**config.mk**
```make
export PLATFORM = sky130hd
export DESIGN_NAME = steer_en
export DESIGN_NICKNAME = d
export VERILOG_FILES = /design/src/rtl/segway_pkg.sv /design/src/rtl/steer_tmr.sv /design/src/rtl/steer_en.sv
export SDC_FILE = /design/constraint.sdc
export NUM_CORES = 1
export LEC_CHECK = 0
export CAP_MARGIN = 20
export CORE_UTILIZATION = 35
export CTS_CLUSTER_SIZE = 8
export DETAILED_ROUTE_END_ITERATION = 10
export SETUP_SLACK_MARGIN = 0.4
export SYNTH_ARGS = -nofsm -noshare
export SYNTH_HDL_FRONTEND = slang
export SYNTH_SLANG_ARGS = --single-unit
```
**constraint.sdc**
```tcl
create_clock -name clk -period 2.15 [get_ports clk]
set_input_delay 0.645 -clock clk [delete_from_list [all_inputs] [get_ports clk]]
set_output_delay 0.645 -clock clk [all_outputs]
set_load 0.1 [all_outputs]
```
**src/rtl/segway_pkg.sv**
```systemverilog
// Shared types and constants for the Segway balance-path control blocks.
package segway_pkg;

    typedef enum logic [1:0] {
        IDLE  = 2'd0,
        WAIT  = 2'd1,
        STEER = 2'd2
    } steer_state_t;

    localparam logic [11:0] MIN_RIDER_WT_DEF = 12'h200;
    localparam logic [11:0] WT_HYST_DEF      = 12'h40;

    localparam int TMR_W_SIM  = 15;
    localparam int TMR_W_FULL = 26;

endpackage

```
**src/rtl/steer_tmr.sv**
```systemverilog
// Clearable saturating settle timer; width is 15 bits when FAST_SIM, else 26 bits.
module steer_tmr
    import segway_pkg::*;
#(
    parameter int FAST_SIM = 1
) (
    input  logic       clk,
    input  logic       rst_n,
    input  logic       clr_tmr,
    output logic       tmr_full,
    output logic [7:0] tmr_dbg
);

    localparam int TMR_W = (FAST_SIM != 0) ? TMR_W_SIM : TMR_W_FULL;

    logic [TMR_W-1:0] tmr_q;
    logic [TMR_W-1:0] tmr_d;

    assign tmr_full = &tmr_q;
    assign tmr_dbg  = tmr_q[TMR_W-1 -: 8];

    // Clear wins; otherwise count up and park at all-ones.
    always_comb begin
        tmr_d = tmr_q;
        if (clr_tmr) begin
            tmr_d = '0;
        end else if (!tmr_full) begin
            tmr_d = tmr_q + 1'b1;
        end
    end

    always_ff @(posedge clk or negedge rst_n) begin
        if (!rst_n) begin
            tmr_q <= '0;
        end else begin
            tmr_q <= tmr_d;
        end
    end

endmodule

```
**src/rtl/steer_en.sv**
```systemverilog
// Rider-presence hysteresis and steering-enable sequencer.
// Define STEER_EN_LD_AVG_EN to 2-tap average each load cell before thresholding.
module steer_en
    import segway_pkg::*;
#(
    parameter int          FAST_SIM     = 1,
    parameter logic [11:0] MIN_RIDER_WT = MIN_RIDER_WT_DEF,
    parameter logic [11:0] WT_HYST      = WT_HYST_DEF
) (
    input  logic        clk,
    input  logic        rst_n,
    input  logic [11:0] lft_ld,
    input  logic [11:0] rght_ld,
    output logic        en_steer,
    output logic        rider_off,
    output logic [7:0]  tmr_dbg
);

    localparam logic [12:0] ON_THR  = 13'(MIN_RIDER_WT) + 13'(WT_HYST);
    localparam logic [12:0] OFF_THR = 13'(MIN_RIDER_WT) - 13'(WT_HYST);

    function automatic logic [11:0] abs_diff(input logic [11:0] a, input logic [11:0] b);
        return (a >= b) ? (a - b) : (b - a);
    endfunction

    logic [11:0] lft_use;
    logic [11:0] rght_use;

`ifdef STEER_EN_LD_AVG_EN
    logic [11:0] lft_prev_q, rght_prev_q;
    logic [11:0] lft_avg_q,  rght_avg_q;
    logic [11:0] lft_avg_d,  rght_avg_d;

    // Average is registered so every decision sees exactly one extra clk of latency.
    always_comb begin
        lft_avg_d  = 12'((13'(lft_ld)  + 13'(lft_prev_q))  >> 1);
        rght_avg_d = 12'((13'(rght_ld) + 13'(rght_prev_q)) >> 1);
    end

    always_ff @(posedge clk or negedge rst_n) begin
        if (!rst_n) begin
            lft_prev_q  <= '0;
            rght_prev_q <= '0;
            lft_avg_q   <= '0;
            rght_avg_q  <= '0;
        end else begin
            lft_prev_q  <= lft_ld;
            rght_prev_q <= rght_ld;
            lft_avg_q   <= lft_avg_d;
            rght_avg_q  <= rght_avg_d;
        end
    end

    assign lft_use  = lft_avg_q;
    assign rght_use = rght_avg_q;
`else
    assign lft_use  = lft_ld;
    assign rght_use = rght_ld;
`endif

    logic [12:0] sum_ld;
    logic [11:0] diff;
    logic        rider_on, rider_gone, diff_1_4, diff_15_16;

    assign sum_ld     = 13'(lft_use) + 13'(rght_use);
    assign diff       = abs_diff(lft_use, rght_use);
    assign rider_on   = sum_ld > ON_THR;
    assign rider_gone = sum_ld < OFF_THR;
    assign diff_1_4   = 13'(diff) > (sum_ld >> 2);
    assign diff_15_16 = 13'(diff) > (sum_ld - (sum_ld >> 4));

    steer_state_t state_q, state_d;
    logic         en_steer_q, en_steer_d;
    logic         rider_off_q, rider_off_d;
    logic         clr_tmr;
    logic         tmr_full;

    steer_tmr #(
        .FAST_SIM (FAST_SIM)
    ) u_tmr (
        .clk      (clk),
        .rst_n    (rst_n),
        .clr_tmr  (clr_tmr),
        .tmr_full (tmr_full),
        .tmr_dbg  (tmr_dbg)
    );

    // Rider leaving outranks balance checks, which outrank settle completion.
    always_comb begin
        state_d = state_q;
        clr_tmr = 1'b0;
        case (state_q)
            IDLE: begin
                if (rider_on) begin
                    state_d = WAIT;
                    clr_tmr = 1'b1;
                end
            end
            WAIT: begin
                if (rider_gone) begin
                    state_d = IDLE;
                end else if (diff_1_4) begin
                    clr_tmr = 1'b1;
                end else if (tmr_full) begin
                    state_d = STEER;
                end
            end
            STEER: begin
                if (rider_gone) begin
                    state_d = IDLE;
                end else if (diff_15_16) begin
                    state_d = WAIT;
                    clr_tmr = 1'b1;
                end
            end
            default: state_d = IDLE;
        endcase

        en_steer_d  = (state_d == STEER);
        rider_off_d = rider_off_q;
        if (rider_gone) begin
            rider_off_d = 1'b1;
        end else if (rider_on) begin
            rider_off_d = 1'b0;
        end
    end

    always_ff @(posedge clk or negedge rst_n) begin
        if (!rst_n) begin
            state_q     <= IDLE;
            en_steer_q  <= 1'b0;
            rider_off_q <= 1'b1;
        end else begin
            state_q     <= state_d;
            en_steer_q  <= en_steer_d;
            rider_off_q <= rider_off_d;
        end
    end

    assign en_steer  = en_steer_q;
    assign rider_off = rider_off_q;

endmodule
```
==> results.txt <==
worst-path maximum fanout = 8
Nets = 821
largest net degree at the start of global routing = 20
Max Freq = 199 MHz
#FFs+latches synth = 19
post-synth top area share = 21.8%
Slew headroom = 72.5%
via count = 4421
sequential power share = 8.9%
gate count after technology mapping = 496
P_int = 2.71 mW
clk buf depth = 2
layout overhead on the synthesized area = 65.5%
endpoints failing hold = 0
TritonRoute pass-1 iters = 5
clk sinks = 19
Detail Route Antenna Nets = 0
Post-Route WL = 12300 microns
Pwr Total = 4.71 mW
Critical Path Start = lft_ld[3]
std cell rows = 38
post-layout minimum cycle time = 5020 ps
Setup-failing EPs final = 19
syn_nets = 595
Pwr Density = 717 mW/mm^2
async set-or-reset flop fraction in the synthesized netlist = 100%
Die Height = 108 microns
Hold WC Path Type = reg -> reg
final core occ = 60.0%
fin cells = 861
hold buffer count at CTS = 0
die area = 0.0118 sq mm
Avg Cell Area, Syn = 8.00 sq um
final worst-path setup slack = -2870 ps
mapped cell area = 0.00397 sq mm
first-pass GRT wire length = 20700 microns
CTS Root Cell = clkbuf_16
ys flop type = dfrtp_1
overall routing resource usage = 21.7%
worst-skew pair later-pin latency = 250 ps
clock power share = 8.3%
Setup crit end kind = register
status = finished with violations
top post-synthesis cells by area = ha_1 22%, dfrtp_1 11%, xnor2_1 6.6%
Die W = 108 microns
Post-route DRC = 0
Net Sw Frac = 42.5%
DR vias/cell = 5.13
GPL Wtd Cong = 0.931
reg-to-reg critical path startpoint = u_tmr.tmr_q[0]
crit path DAT = 5170 ps
fraction of layout instances using a drive strength above 1 = 45.4%
initial antenna violation count = 0
area of the core = 0.0109 sq mm
CTS tree = yes
Buffers on Ports = 35
RSZ-0062 raised after global routing = yes
share of power burned in combinational logic = 82.8%
Post-synth EDFFs = 0
Starting Density = 36.3%
Sw Pwr = 2.00 mW
Crit Path Class = in -> reg
Antenna Cells = 0
vias in the first global route = 4491
I/O pins = 36
yosys warns = 0
synth unique cells = 72
post-detail-place hpwl = 9980 microns
Hold WS = 499 ps
Setup WS pre-CTS = -3780 ps
Slew @ Worst Pin = 409 ps
start point of the worst hold path = rider_off
largest area contributor in the netlist = ha_1
Seq/Total Area, Yosys = 12.0%
total gr overflow = 0
period utilization = 234%
DRT iter0 DRCs = 216
routed len/inst = 14.3 microns
CP required = 2290 ps
TritonCTS Buffers = 3
maxcap violations = 0
Clock Skew = 1.54 ps
VDD IR max = 732 uV
placed insts = 834
CTS clk-pin slew, worst paths = 60 ps
depth of the CTS H-tree = 1
leak pwr = 3.18 nW
crit start category = input port
Slew Limit Fails = 0
violated checks = setup timing
logic make-up (layout without fill, tap and decap cells):
family / Yosys count / in the layout / synth area share, %
flops: 19 / 19 / 12.0
simple gates: 125 / 125 / 16.7
xor+xnor: 50 / 50 / 12.0
compound gates: 140 / 140 / 23.8
buf+inv: 78 / 303 / 8.80
fa+ha+maj: 74 / 74 / 24.0
mux: 10 / 10 / 2.65
power groups by stage:
stage	combinational, mW	sequential [mW]	clock, mW
floorplan	1.98	0.438	0
global placement	3.24	0.418	0
detailed placement	3.33	0.423	0
CTS	3.75	0.417	0.390
global route	4.27	0.419	0.400
finish	3.90	0.419	0.391
per-layer routing:
| metal | vias up | track usage (%) | wire length [microns] |
|---|---|---|---|
| met4 | 0 | 2.80 | 71 |
| met1 | 2123 | 28.6 | 5750 |
| li1 | 2203 | - | - |
| met3 | 10 | 2.71 | 485 |
| met2 | 85 | 38.4 | 6030 |
| met5 | - | 0 | 0 |
layout make-up:
cell class / instances / area (sq um)
Fill cell: 944 / 4370
Inverter: 58 / 218
Multi-Input combinational cell: 399 / 3610
Tap cell: 140 / 175
Timing Repair Buffer: 241 / 2010
Sequential cell: 19 / 477
Clock buffer: 4 / 78.8
layout by cell type, fill, tap and decap left out, types with 5 or more instances in the layout:
master,Yosys,routed
inv_2,3,13
ha_1,69,53
clkdlybuf4s15_2,0,5
nand2_1,17,16
nor3_1,6,5
a21oi_1,51,41
ha_4,0,12
inv_1,55,45
a211oi_2,0,5
a21oi_2,1,8
nand3_1,14,13
xnor2_1,30,27
buf_12,0,9
buf_4,8,197
a21o_1,16,16
xor2_1,16,16
and3_1,5,5
mux2i_1,6,6
nor2_2,1,7
nand4_1,12,12
buf_6,2,11
nor2_1,35,27
o21bai_1,7,7
o21ai_0,18,16
dfrtp_1,18,18
clkdlybuf4s50_1,0,9
what timing repair did:
action                     CTS  global route
buffers inserted            20             3
gates resized for setup    104            26
pin swaps                   37            31
setup endpoints to repair   19            19
state kept, by name, summed over array words and instances (netlist names):
register,flops
rider_off,1
en_steer,1
u_tmr.tmr_q,15
state_q,2
per-stage QoR:
stage	area, sq um	setup TNS (ps)
CTS	6430	-54620
detailed placement	5950	-67690
floorplan	4100	-52860
global route	6570	-56240
global placement	5950	-66880
finish	6570	-52130
synthesized netlist by cell type, drive strengths merged (5+ instances only):
library cell,instances
a21o,17
nand3,14
xnor2,32
o21bai,7
a21oi,52
nand2,17
xor2,17
nor3,7
dfrtp,18
mux2i,6
nand4,12
ha,69
a211oi,10
inv,58
o21ai,19
nor4,5
and2,5
nor2,36
and3,6
buf,19
nor2b,6
path summary, 6_finish.rpt:
kind | to | slack (ps) | depth (start not counted)
max | u_tmr.tmr_q[4] | -2870 | 26
min | rider_off | 500 | 2
max reg2reg | u_tmr.tmr_q[13] | -260 | 12
min reg2reg | rider_off | 500 | 2
max in group asynchronous | rider_off | 1160 | 2
min in group asynchronous | state_q[0] | 730 | 2
worst max-delay path, cell delays in order:
cell and delay [ps]:
clkdlybuf4s15_2 200, buf_6 120, ha_4 150, nor2b_4 130
a311oi_2 250, buf_4 170, a21o_2 120, and2_4 160
inv_2 50, fa_2 380, nand3b_1 190, a21oi_2 110
a211o_1 180, a31oi_4 110, o31a_1 240, o211a_1 220
xor2_1 140, ha_1 310, nand3_2 80, or2_4 260
o221ai_4 190, o31ai_4 130, a211oi_2 190, o311a_4 270
buf_6 130, nor2_1 40
Note: power is estimated with default switching activity, not from simulation.
